**src/rtl/audio_pkg.sv**
```systemverilog
// Shared types and default sizing for the sample streamer and its prefetch FIFO.
// Latency: n/a (declarations only).
// Backpressure: n/a.
package audio_pkg;

  typedef enum logic [1:0] {
    IDLE = 2'd0,
    FILL = 2'd1,
    PLAY = 2'd2,
    DONE = 2'd3
  } state_t;

  localparam int DEF_ADDR_W     = 16;
  localparam int DEF_DATA_W     = 32;
  localparam int DEF_SONG_LEN   = 65536;
  localparam int DEF_FIFO_DEPTH = 4;

endpackage

```
**src/rtl/sample_fifo.sv**
```systemverilog
// Shift-register FIFO whose head is always entry 0, so o_head comes straight from a flop.
// Latency: a push is visible at o_head on the cycle after the edge that writes it into an empty FIFO.
// Backpressure: push is accepted when not full or when popping in the same cycle; pop on empty is ignored.
module sample_fifo #(
  parameter int DATA_W = 32,
  parameter int DEPTH  = 4,
  parameter int CNT_W  = $clog2(DEPTH) + 1
) (
  input  logic              clk,
  input  logic              rst,
  input  logic              i_flush,
  input  logic              i_push,
  input  logic [DATA_W-1:0] i_dat,
  input  logic              i_pop,
  output logic [DATA_W-1:0] o_head,
  output logic              o_full,
  output logic              o_empty,
  output logic [CNT_W-1:0]  o_count
);

  logic [DATA_W-1:0] r_mem [DEPTH];
  logic [CNT_W-1:0]  r_count;
  logic              w_do_pop;
  logic              w_do_push;
  logic [CNT_W-1:0]  w_wr_idx;

  assign w_do_pop  = i_pop && (r_count != '0);
  // A full FIFO may still take a push when the head leaves on the same edge.
  assign w_do_push = i_push && ((r_count != CNT_W'(DEPTH)) || w_do_pop);
  // The write slot sits one lower when the whole array shifts down this cycle.
  assign w_wr_idx  = w_do_pop ? (r_count - CNT_W'(1)) : r_count;

  assign o_head  = r_mem[0];
  assign o_full  = (r_count == CNT_W'(DEPTH));
  assign o_empty = (r_count == '0);
  assign o_count = r_count;

  // Storage shift on pop, write at the tail slot, occupancy tracking.
  always_ff @(posedge clk or posedge rst) begin
    if (rst) begin
      for (int i = 0; i < DEPTH; i++) r_mem[i] <= '0;
      r_count <= '0;
    end else if (i_flush) begin
      r_count <= '0;
    end else begin
      for (int i = 0; i < DEPTH; i++) begin
        if (w_do_push && (w_wr_idx == CNT_W'(i))) begin
          r_mem[i] <= i_dat;
        end else if (w_do_pop) begin
          r_mem[i] <= r_mem[(i + 1) % DEPTH];
        end
      end
      r_count <= r_count + CNT_W'(w_do_push) - CNT_W'(w_do_pop);
    end
  end

endmodule

```
**src/rtl/sample_streamer.sv**
```systemverilog
// Streams song samples from a 1-cycle-latency ROM to an audio controller through a prefetch FIFO.
// Latency: first strobe roughly FIFO_DEPTH+2 cycles after start; then up to one sample per cycle.
// Backpressure: pause / audio_out_allowed hold delivery; fetch stalls once FIFO + in-flight reach FIFO_DEPTH.
// Build option: SONG_LOOP_EN makes the song wrap forever (never reaches DONE).
module sample_streamer
  import audio_pkg::*;
#(
  parameter int ADDR_W     = DEF_ADDR_W,
  parameter int DATA_W     = DEF_DATA_W,
  parameter int SONG_LEN   = DEF_SONG_LEN,
  parameter int FIFO_DEPTH = DEF_FIFO_DEPTH
) (
  input  logic              clk,
  input  logic              reset,
  input  logic              start,
  input  logic              pause,
  input  logic              stop,
  output logic [ADDR_W-1:0] rom_address,
  input  logic [DATA_W-1:0] rom_q,
  input  logic              audio_out_allowed,
  output logic [DATA_W-1:0] left_channel_audio_out,
  output logic [DATA_W-1:0] right_channel_audio_out,
  output logic              write_audio_out,
  output logic              song_done,
  output logic              underrun,
  output logic [ADDR_W-1:0] play_position
);

  localparam int              CNT_W     = $clog2(FIFO_DEPTH) + 1;
  localparam logic [ADDR_W-1:0] LAST_ADDR = ADDR_W'(SONG_LEN - 1);

  state_t              r_state;
  state_t              w_state_nxt;
  logic [ADDR_W-1:0]   r_addr;
  logic [ADDR_W-1:0]   r_play_pos;
  logic                r_inflight;
  logic                r_fetch_done;
  logic                r_underrun;

  logic                w_write;
  logic                w_active;
  logic                w_issue;
  logic                w_start_ok;
  logic                w_starve;
  logic [CNT_W-1:0]    w_occ;
  logic [DATA_W-1:0]   w_fifo_head;
  logic                w_fifo_full;
  logic                w_fifo_empty;
  logic [CNT_W-1:0]    w_fifo_count;

  sample_fifo #(
    .DATA_W (DATA_W),
    .DEPTH  (FIFO_DEPTH),
    .CNT_W  (CNT_W)
  ) u_fifo (
    .clk     (clk),
    .rst     (reset),
    .i_flush (stop),
    .i_push  (r_inflight),
    .i_dat   (rom_q),
    .i_pop   (w_write),
    .o_head  (w_fifo_head),
    .o_full  (w_fifo_full),
    .o_empty (w_fifo_empty),
    .o_count (w_fifo_count)
  );

  assign w_active   = (r_state == FILL) || (r_state == PLAY);
  // Count the read in flight so its returning word always has a slot.
  assign w_occ      = w_fifo_count + CNT_W'(r_inflight);
  assign w_issue    = w_active && !r_fetch_done && (w_occ < CNT_W'(FIFO_DEPTH));
  assign w_start_ok = start && ((r_state == IDLE) || (r_state == DONE));
  assign w_starve   = (r_state == PLAY) && !pause && audio_out_allowed && w_fifo_empty;

  assign rom_address             = r_addr;
  assign play_position           = r_play_pos;
  assign left_channel_audio_out  = w_fifo_empty ? '0 : w_fifo_head;
  assign right_channel_audio_out = w_fifo_empty ? '0 : w_fifo_head;
  assign write_audio_out         = w_write;
  assign song_done               = (r_state == DONE);
  assign underrun                = r_underrun;

  // Playback state register.
  always_ff @(posedge clk or posedge reset) begin
    if (reset) r_state <= IDLE;
    else       r_state <= w_state_nxt;
  end

  // Next state and delivery strobe; stop overrides everything.
  always_comb begin
    w_state_nxt = r_state;
    w_write     = (r_state == PLAY) && !pause && audio_out_allowed && !w_fifo_empty;
    if (stop) begin
      w_state_nxt = IDLE;
    end else begin
      case (r_state)
        IDLE: if (start) w_state_nxt = FILL;
        // Short songs leave FILL once the final word has actually landed.
        FILL: if (w_fifo_full || (r_fetch_done && !r_inflight)) w_state_nxt = PLAY;
        PLAY: begin
`ifndef SONG_LOOP_EN
          if (w_write && (r_play_pos == LAST_ADDR)) w_state_nxt = DONE;
`endif
        end
        DONE: if (start) w_state_nxt = FILL;
        default: w_state_nxt = IDLE;
      endcase
    end
  end

  // Fetch address, in-flight flag, play position and sticky underrun.
  always_ff @(posedge clk or posedge reset) begin
    if (reset) begin
      r_addr       <= '0;
      r_play_pos   <= '0;
      r_inflight   <= 1'b0;
      r_fetch_done <= 1'b0;
      r_underrun   <= 1'b0;
    end else if (stop) begin
      r_addr       <= '0;
      r_play_pos   <= '0;
      r_inflight   <= 1'b0;
      r_fetch_done <= 1'b0;
    end else if (w_start_ok) begin
      r_addr       <= '0;
      r_play_pos   <= '0;
      r_inflight   <= 1'b0;
      r_fetch_done <= 1'b0;
      r_underrun   <= 1'b0;
    end else begin
      r_inflight <= w_issue;
      if (w_issue) begin
`ifdef SONG_LOOP_EN
        r_addr <= (r_addr == LAST_ADDR) ? '0 : r_addr + ADDR_W'(1);
`else
        if (r_addr == LAST_ADDR) r_fetch_done <= 1'b1;
        else                     r_addr       <= r_addr + ADDR_W'(1);
`endif
      end
      if (w_write) begin
`ifdef SONG_LOOP_EN
        r_play_pos <= (r_play_pos == LAST_ADDR) ? '0 : r_play_pos + ADDR_W'(1);
`else
        r_play_pos <= r_play_pos + ADDR_W'(1);
`endif
      end
      if (w_starve) r_underrun <= 1'b1;
    end
  end

endmodule

```
**config.mk**
```make
export PLATFORM = sky130hd
export DESIGN_NAME = sample_streamer
export DESIGN_NICKNAME = d
export VERILOG_FILES = /design/src/rtl/audio_pkg.sv /design/src/rtl/sample_fifo.sv /design/src/rtl/sample_streamer.sv
export SDC_FILE = /design/constraint.sdc
export NUM_CORES = 1
export LEC_CHECK = 0
export ABC_AREA = 1
export BUFFER_PORTS_ARGS = -buffer_cell sky130_fd_sc_hd__buf_4
export CAP_MARGIN = 15
export CORE_MARGIN = 2
export CORE_UTILIZATION = 40
export DETAILED_ROUTE_END_ITERATION = 12
export HOLD_SLACK_MARGIN = 0.06
export PLACE_DENSITY = 0.72
export SLEW_MARGIN = 20
export SYNTH_ARGS = -nofsm -noshare
export SYNTH_HDL_FRONTEND = slang
export SYNTH_SLANG_ARGS = --single-unit
```
**constraint.sdc**
```tcl
create_clock -name clk -period 5 [get_ports clk]
set_input_delay 0.75 -clock clk [delete_from_list [all_inputs] [get_ports clk]]
set_output_delay 0.75 -clock clk [all_outputs]
set_load 0.005 [all_outputs]
```
==> results of run 1 <==
==> per-stage QoR <==
| stage | hold slack (ns) | instances | util | instance area, um2 | total power, mW |
|---|---|---|---|---|---|
| 2_1_floorplan | 0.449 | 1454 | - | 9970 | 2.90 |
| 3_3_place_gp | 0.462 | 1816 | 0.442 | 10800 | 3.27 |
| 3_5_place_dp | 0.465 | 1816 | 0.442 | 10800 | 3.30 |
| 4_1_cts | 0.482 | 1848 | 0.466 | 11400 | 4.61 |
| 5_1_grt | 0.494 | 1848 | 0.466 | 11400 | 4.89 |
| 6_report | 0.471 | 1848 | 0.466 | 11400 | 4.59 |
==> final timing paths <==
kind                            slack [ns]         startpoint  depth (start not counted)                to
worst max-delay path                  1.45  u_fifo.o_count[1]                         13  u_fifo.r_mem[78]
min in group clk                      0.48   u_fifo.r_mem[73]                          2  u_fifo.r_mem[73]
max in group asynchronous             3.69              reset                          3   u_fifo.r_mem[2]
worst min-delay path                  0.47              reset                          3  play_position[9]
worst max register to register        1.45  u_fifo.o_count[1]                         13  u_fifo.r_mem[78]
worst min register to register        0.48   u_fifo.r_mem[73]                          2  u_fifo.r_mem[73]
==> report_power, final <==
part	internal, mW	switching (mW)
Clock	0.721	0.573
Sequential	1.56	0.201
Combinational	0.485	1.04
==> per-layer routing <==
layer,global-route usage,share of wire
met4,0.0652,0.014
met3,0.0383,0.082
met1,0.287,0.45
met2,0.335,0.45
met5,0,0
==> synth_stat cells, types with 2 or more instances <==
cell type  number
nand2_1       748
dfrtp_1       168
nand3_1       162
inv_1          84
nor2_1         83
buf_4          47
buf_2          45
a21oi_1        11
ha_1           10
nor3_1          9
nand2_2         8
clkbuf_1        7
nand4_1         7
buf_6           6
o21ai_0         6
xor2_1          6
nand3_4         5
a21oi_4         4
nor2_4          4
o21ai_1         4
inv_2           3
a31oi_1         2
nand2_4         2
nand3_2         2
nor3b_1         2
nor4_1          2
xnor2_1         2
==> sequential cells by signal, indices dropped and copies added, names as in the netlist <==
| register | cells |
|---|---|
| rom_address | 16 |
| u_fifo.r_mem | 96 |
| r_fetch_done | 1 |
| u_fifo.o_head | 32 |
| play_position | 16 |
| underrun | 1 |
| u_fifo.o_count | 3 |
| r_state | 2 |
| r_inflight | 1 |
==> cell families (layout without fill, tap and decap cells) <==
| family | Yosys count | in the layout | synth area share |
|---|---|---|---|
| simple gates | 1040 | 1040 | 0.433 |
| flops | 168 | 168 | 0.422 |
| buf+inv | 195 | 265 | 0.102 |
| xor+xnor | 8 | 8 | 0.00703 |
| fa+ha+maj | 11 | 11 | 0.0146 |
| compound gates | 32 | 32 | 0.0221 |
==> placed cells by master (no fill, tap or decap), types with 4 or more instances in the layout <==
cell       netlist  routed
nand3_4          5       5
nand4_1          7       7
o21ai_1          4       4
dfrtp_1        168     168
clkbuf_16        0      17
a21oi_4          4       4
clkinv_4         0       4
a21oi_1         11      11
nand2_2          8       8
xor2_1           6       6
nor2_1          83      83
o21ai_0          6       6
nor2_4           4       4
buf_4           47     143
inv_1           84      83
ha_1            10      10
nor3_1           9       9
nand2_1        748     748
nand3_1        162     162
==> area by class of cell <==
type / instances / area, um2 / area share
clock buffer: 21 / 460 / 0.0405
inverter: 89 / 340 / 0.0299
tap: 324 / 405 / 0.0357
multi-input combinational: 1091 / 4750 / 0.418
timing repair buffer: 144 / 1090 / 0.0962
sequential: 168 / 4200 / 0.370
clock inverter: 11 / 114 / 0.0100
==> worst register-to-register path, stage by stage, from the launching register on <==
cell     delay [ns]
dfrtp_1        0.44
inv_1          0.12
ha_1           0.21
nand2_4        0.08
inv_4          0.30
nor2_1         0.11
ha_1           0.34
inv_1          0.09
nand3_1        0.15
inv_2          0.14
nand3_4        0.38
a21oi_4        0.90
nand2_1        0.14
nand2_1        0.09
==> results.json, run 1 <==
{
  "synth_edf_count": 0,
  "die_y_um": 162,
  "synth_area_leader_cell": "dfrtp_1",
  "slew_viol_final": 0,
  "post_cts_resize_count": 0,
  "leakage_nw": 6.36,
  "first_pass_iters": 5,
  "antenna_found_initial": 0,
  "synth_seq_cells": 168,
  "avgSynthCellArea_um2": 6.85,
  "start_util": 0.408,
  "clock-root-buffer": "clkbuf_16",
  "avgRoutedWirePerCell_um": 14.5,
  "via_count": 9245,
  "ios": 137,
  "worstMarginPinSlew_ns": 1.04,
  "max-slew-margin-rel": 0.302,
  "io_buffer_count": 136,
  "clk_latency_ns": 0.43,
  "synth_cell_types": 42,
  "syn_inst": 1454,
  "cts_setup_buffers": 0,
  "final_antenna_net_count": 0,
  "path_delay_family": "simple AND/OR/NAND/NOR gates",
  "crit_path_end_kind": "register",
  "critPathMaxFanout": 35,
  "yosysWarnings": 0,
  "power.density_mw_per_mm2": 404,
  "grt_max_degree": 169,
  "grt_overflow_total": 0,
  "fill_cells": 2450,
  "routed_wl_mm": 26.9,
  "synth_area_leaders": "dfrtp_1 42%, nand2_1 28%, nand3_1 8.1%, buf_4 3.5%, inv_1 3.2%",
  "post-place-ws_ns": 1.45,
  "path_clk_slew_ns": 0.07,
  "ctsHoldBuffers": 0,
  "slowest_stage": "a21oi_4",
  "min_path_type": "input port to asynchronous set/reset pin",
  "dpl.hpwl_mm": 16.9,
  "finalCritPeriodShare": 0.710,
  "coreArea_mm2": 0.0244,
  "finalSetupViolCount": 0,
  "cp.arrival_ns": 3.92,
  "outcome": "completed",
  "cts_tree": "yes",
  "worstSetupPathType": "register to register",
  "clockBufferDepth": 2,
  "hold_violations": 0,
  "startpoint_type": "register",
  "postSynthNetCount": 1503,
  "finalCriticalPeriod_ns": 3.55,
  "path_buf_inv": 4,
  "yosysTopAreaCellShare": 0.422,
  "finalWeightedCongestion": 0.851,
  "fin_skew_ns": 0.0107,
  "syn_area_mm2": 0.00996,
  "setup_ws_ns": 1.45,
  "clkSinkCount": 168,
  "via_per_inst": 5.00,
  "synthFlopType": "dfrtp_1",
  "crit_path_cell_trace": "inv_1, ha_1, nand2_4, inv_4, nor2_1, ha_1, inv_1, nand3_1, inv_2, nand3_4, a21oi_4, nand2_1, nand2_1",
  "drive_gt1_frac": 0.135,
  "max_cap_viol_count": 0,
  "drc": 0,
  "drt-initial-drc-count": 779,
  "max_freq_mhz": 282,
  "fin_setup_tns_ns": 0,
  "dieArea_mm2": 0.0262,
  "yosysSeqAreaShare": 0.422,
  "htree_num_levels": 4,
  "cpPeakStageDelay_ns": 0.90,
  "area_growth_pct": 14.1,
  "nNetsFinal": 1560,
  "rows": 57,
  "rsz0062_at_grt": "false",
  "synthArstFlopShare": 1.00,
  "grt_first_pass_wirelength_mm": 44.6,
  "cts_made_buffers": 17,
  "critPathRequiredTime_ns": 5.37,
  "insertedDiodeCount": 0,
  "grt_pass1_vias": 8817,
  "ir_drop_mv": 0.195,
  "grt_usage": 0.209,
  "die_w_um": 162
}
Note: power is estimated with default switching activity, not from simulation.
==> run 2: changes to the inputs <==
- ABC_AREA: 1 -> 0
- PLACE_DENSITY: 0.72 -> 0.71
- clock period: 5 -> 3.3 ns (I/O delays scaled with it)
==> results.json, run 2 <==
{
  "die_y_um": 152,
  "io_buffer_count": 136,
  "finalPower_mw": 8.37,
  "dieArea_mm2": 0.0231,
  "crit_path_end_kind": "register",
  "grt_max_degree": 169,
  "yosys-top-cells-count": "168 x dfrtp_1, 129 x or3_1, 121 x o221a_2",
  "hold_violations": 0,
  "clkSinkCount": 168,
  "clockBufferDepth": 2,
  "drc": 0,
  "critPathRequiredTime_ns": 3.67,
  "via_count": 6920,
  "avgRoutedWirePerCell_um": 19.3,
  "cp_common_cell": "inv_1",
  "critPathMaxFanout": 32,
  "worstMarginPinSlew_ns": 0.913,
  "cts_made_buffers": 17,
  "gr-usage-met2": 0.314,
  "power_frac_clock": 0.229,
  "path_delay_family": "simple AND/OR/NAND/NOR gates",
  "synth_edf_count": 0,
  "max-slew-margin-rel": 0.391,
  "first_pass_iters": 5,
  "syn_area_mm2": 0.00876,
  "startpoint_type": "register",
  "start_util": 0.404,
  "yosysTopAreaCellShare": 0.480,
  "drive_gt1_frac": 0.412,
  "crit_path_cell_trace": "inv_1, ha_1, and3b_1, nand2_1, inv_1, ha_1, inv_1, o211ai_1, or2_4, o21ai_4, buf_4, o221a_2",
  "synth_area_leaders": "dfrtp_1 48%, o221a_2 16%, or3_1 9.2%, buf_4 2.7%, and2_1 2.4%",
  "regMostFlops": "u_fifo.r_mem",
  "final_cell_mix": "170 x buf_4, 168 x dfrtp_1, 129 x or3_1",
  "pwr-share-seq": 0.394,
  "postSynthNetCount": 843,
  "fin_setup_tns_ns": 0,
  "path_clk_slew_ns": 0.06,
  "synth_cell_types": 52,
  "worstSetupPathType": "register to register",
  "die_w_um": 152,
  "top_usage_layer": "met2",
  "p_int_mw": 5.71,
  "htree_num_levels": 4,
  "dpl.hpwl_mm": 14.0,
  "dp_cells": 1144,
  "antenna_found_initial": 0,
  "min_path_type": "input port to register",
  "power.density_mw_per_mm2": 796,
  "fin_cells": 1184,
  "insertedDiodeCount": 0,
  "largest_reg_flops": 96,
  "coreArea_mm2": 0.0217,
  "drt-initial-drc-count": 587,
  "fin_skew_ns": 0.0122,
  "grt_usage": 0.197,
  "p_switching_mw": 2.66,
  "area_growth_pct": 20.0,
  "outcome": "completed",
  "ctsHoldBuffers": 0,
  "max_freq_mhz": 336,
  "utilization": 0.485,
  "synthArstFlopShare": 1.00,
  "via_per_inst": 5.84,
  "p_sw_frac": 0.317,
  "clk_latency_ns": 0.43,
  "leakage_nw": 4.41,
  "slowest_stage": "dfrtp_1",
  "grt_pass1_vias": 6828,
  "yosysMostFrequentCell": "dfrtp_1",
  "grt_overflow_total": 0,
  "ir_drop_mv": 0.320,
  "slew_viol_final": 0,
  "holdWs_ns": 0.275,
  "finalCritPeriodShare": 0.901,
  "final_common_cell": "buf_4",
  "syn_inst": 794,
  "cp.arrival_ns": 3.34,
  "synthFlopType": "dfrtp_1",
  "path_buf_inv": 4,
  "yosysWarnings": 0,
  "finalSetupViolCount": 0,
  "routed_wl_mm": 22.8,
  "max_cap_viol_count": 0,
  "rows": 54,
  "ios": 137,
  "clock-root-buffer": "clkbuf_16",
  "finalCriticalPeriod_ns": 2.97,
  "synth_seq_cells": 168,
  "rsz0062_at_grt": "false",
  "p_comb_frac": 0.376,
  "grtUsageMet1": 0.273,
  "post_cts_resize_count": 0,
  "cts_tree": "yes",
  "finalWeightedCongestion": 0.815,
  "grt_first_pass_wirelength_mm": 37.1,
  "avgSynthCellArea_um2": 11.0,
  "yosysSeqAreaShare": 0.480,
  "final_antenna_net_count": 0,
  "synth_area_leader_cell": "dfrtp_1",
  "cpPeakStageDelay_ns": 0.41,
  "grt_util_met3": 0.0428,
  "nNetsFinal": 940
}
run 2: cell count changes after synthesis, sizes merged, moves of 10 or more:
cell / before / now
a21oi: 15 / 5
or3: 0 / 129
clkbuf: 7 / 46
nor2: 88 / 42
and2: 2 / 33
or2: 1 / 34
buf: 99 / 48
inv: 88 / 14
xnor2: 2 / 19
o221a: 0 / 128
nand2: 758 / 26
nand3: 169 / 10
run 2: path summary, 6_finish.rpt:
| check | start | slack [ns] | cells past startpoint | end |
|---|---|---|---|---|
| max | r_state[0] | 0.33 | 12 | u_fifo.r_mem[23] |
| min | start | 0.27 | 2 | underrun |
| max reg2reg | r_state[0] | 0.33 | 12 | u_fifo.r_mem[23] |
| min reg2reg | u_fifo.r_mem[86] | 0.55 | 1 | u_fifo.r_mem[86] |
| max in group asynchronous | reset | 2.30 | 3 | u_fifo.r_mem[40] |
| min in group asynchronous | reset | 0.30 | 3 | u_fifo.o_head[29] |
run 2: what timing repair did:
item	4_1_cts	5_1_grt
hold endpoints to repair	0	0
setup endpoints to repair	0	48
setup buffers	0	8
run 2: routing by layer:
layer	share of wire	vias to the layer above
met1	0.46	3508
met5	0	-
li1	-	3148
met3	0.054	24
met4	0.014	0
met2	0.47	240
run 2: layout make-up:
type | instances | area (um2)
clock inverters | 9 | 92.6
repair buffers | 172 | 1320
multi-input cells | 518 | 4030
inverters | 14 | 56.3
flip-flops and latches | 168 | 4200
well taps | 280 | 350
clock buffers | 23 | 468
fillers | 1997 | 11200
run 2: logic make-up after synthesis:
group / Yosys count / share of synthesized area
buffers and inverters: 108 / 0.0667
flip-flops: 168 / 0.480
AND/OR/NAND/NOR: 316 / 0.210
AO/OA/AOI/OAI: 156 / 0.190
XOR/XNOR: 30 / 0.0300
multiplexers: 5 / 0.00657
adder cells (fa/ha/maj): 11 / 0.0166
run 2: worst reg2reg max path: cells and delay by family (launching register included):
family,cells,cell delay [ns]
flip-flops,1,0.41
AND/OR/NAND/NOR,3,0.71
AO/OA/AOI/OAI,3,0.66
adder cells (fa/ha/maj),2,0.52
buffers and inverters,4,0.60
run 2: power groups by stage:
stage | combinational [mW] | clock, mW | sequential, mW
final | 3.15 | 1.92 | 3.30
after CTS | 3.16 | 1.95 | 3.28
after floorplan | 2.29 | 0 | 3.12
after global routing | 3.41 | 2.05 | 3.38
after detailed placement | 3.15 | 0 | 3.30
after global placement | 3.08 | 0 | 3.30
run 2: stage by stage:
step           instance area (um2)  worst slack (ns)
2_1_floorplan                 8770             0.664
3_3_place_gp                  9890             0.287
3_5_place_dp                  9890             0.185
4_1_cts                      10500             0.162
5_1_grt                      10500             0.105
6_report                     10500             0.327
==> run 3: changes to the inputs <==
- CORE_UTILIZATION: 40 -> 57
- PLACE_DENSITY: 0.71 -> 0.91
==> results.json, run 3 (synthesized netlist as in run 2, its figures left out) <==
{
  "outcome": "completed",
  "worstSetupPathType": "register to register",
  "dpl.hpwl_mm": 13.9,
  "finalCritPeriodShare": 0.918,
  "power.density_mw_per_mm2": 825,
  "regMostFlops": "u_fifo.r_mem",
  "path_clk_slew_ns": 0.06,
  "post_cts_resize_count": 0,
  "start_util": 0.581,
  "die_w_um": 128,
  "rows": 45,
  "drc": 0,
  "worst-r2r-cell-count": 12,
  "clock-root-buffer": "clkbuf_16",
  "cts_made_buffers": 17,
  "ir_drop_mv": 0.533,
  "worstMarginPinSlew_ns": 0.880,
  "clockBufferDepth": 2,
  "min_path_type": "input port to asynchronous set/reset pin",
  "coreArea_mm2": 0.0151,
  "layout.area.seq_mm2": 0.00420,
  "nNetsFinal": 935,
  "critPathRequiredTime_ns": 3.67,
  "final_common_cell": "dfrtp_1",
  "cts_tree": "yes",
  "drive_gt1_frac": 0.410,
  "crit_path_end_kind": "register",
  "slew_viol_final": 0,
  "clk_latency_ns": 0.43,
  "via_count": 7037,
  "cp.arrival_ns": 3.40,
  "final_cell_mix": "168 x dfrtp_1, 164 x buf_4, 129 x or3_1",
  "max_freq_mhz": 330,
  "io_buffer_count": 136,
  "finalPower_mw": 8.57,
  "drt-initial-drc-count": 745,
  "fin_skew_ns": 0.0121,
  "fin_setup_tns_ns": 0,
  "rsz0062_at_grt": "false",
  "largest_reg_flops": 96,
  "clkSinkCount": 168,
  "routed_wl_mm": 22.6,
  "grt_overflow_total": 0,
  "critPathMaxFanout": 22,
  "grt_max_degree": 98,
  "via_per_inst": 6.48,
  "htree_num_levels": 4,
  "grt_first_pass_wirelength_mm": 36.5,
  "grt_pass1_vias": 6966,
  "fill_cells": 1117,
  "insertedDiodeCount": 0,
  "finalWeightedCongestion": 0.833,
  "leakage_nw": 4.40,
  "die_y_um": 128,
  "antenna_found_initial": 0,
  "finalCriticalPeriod_ns": 3.03,
  "final_antenna_net_count": 0,
  "max-slew-margin-rel": 0.413,
  "hold_violations": 0,
  "finalSetupViolCount": 0,
  "grt_usage": 0.284,
  "rrSetupSlack_ns": 0.27,
  "multiInputGateArea_mm2": 0.00401,
  "dieArea_mm2": 0.0164,
  "ios": 137,
  "max_cap_viol_count": 0,
  "area_growth_pct": 18.6,
  "first_pass_iters": 5,
  "startpoint_type": "register",
  "avgRoutedWirePerCell_um": 20.8
}
-- run 3: per-stage QoR --
stage	setup slack [ns]	util	hold WS [ns]	std cells	area [um2]
floorplan	0.664	-	0.486	794	8770
global placement	0.260	0.648	0.508	1053	9770
detailed placement	0.127	0.648	0.529	1053	9770
CTS	0.0901	0.687	0.241	1084	10400
global route	0.109	0.689	0.276	1086	10400
finish	0.272	0.689	0.210	1086	10400
-- run 3: area by class of cell --
| cell class | count | area share |
|---|---|---|
| inverter | 14 | 0.00542 |
| multi-input combinational | 518 | 0.386 |
| timing repair buffer | 167 | 0.123 |
| clock buffer | 21 | 0.0443 |
| tap | 188 | 0.0226 |
| sequential | 168 | 0.405 |
| clock inverter | 10 | 0.0137 |
-- run 3: repair_timing --
| action | 4_1_cts | 5_1_grt |
|---|---|---|
| hold buffers | 0 | 0 |
| setup buffers | 0 | 1 |
| setup endpoints to repair | 0 | 21 |
-- run 3: layer usage --
metal	wire length, um	track usage	vias to the layer above
li1	-	-	3129
met5	0	0	-
met3	1680	0.0547	53
met4	514	0.116	0
met2	10800	0.455	335
met1	9630	0.382	3520
-- run 3: critical path: stages, from the launching register on --
cell	delay [ns]
dfrtp_1	0.42
inv_1	0.07
ha_1	0.23
and3b_1	0.24
nand2_1	0.16
inv_1	0.06
ha_1	0.29
inv_1	0.09
o211ai_1	0.28
or2_4	0.36
o31ai_4	0.18
buf_4	0.33
o221a_2	0.25
-- run 3: report_power, final --
part / internal (mW) / total [mW] / switching [mW]
logic: 1.82 / 3.18 / 1.36
registers: 2.81 / 3.33 / 0.527
clock network: 1.23 / 2.06 / 0.833
total: 5.86 / 8.57 / 2.72
-- run 3: worst paths after layout --
kind	to	from
max	u_fifo.r_mem[84]	r_state[0]
min	u_fifo.o_head[24]	reset
max reg2reg	u_fifo.r_mem[84]	r_state[0]
min reg2reg	r_fetch_done	r_fetch_done
max in group asynchronous	u_fifo.o_head[4]	reset
min in group clk	underrun	start
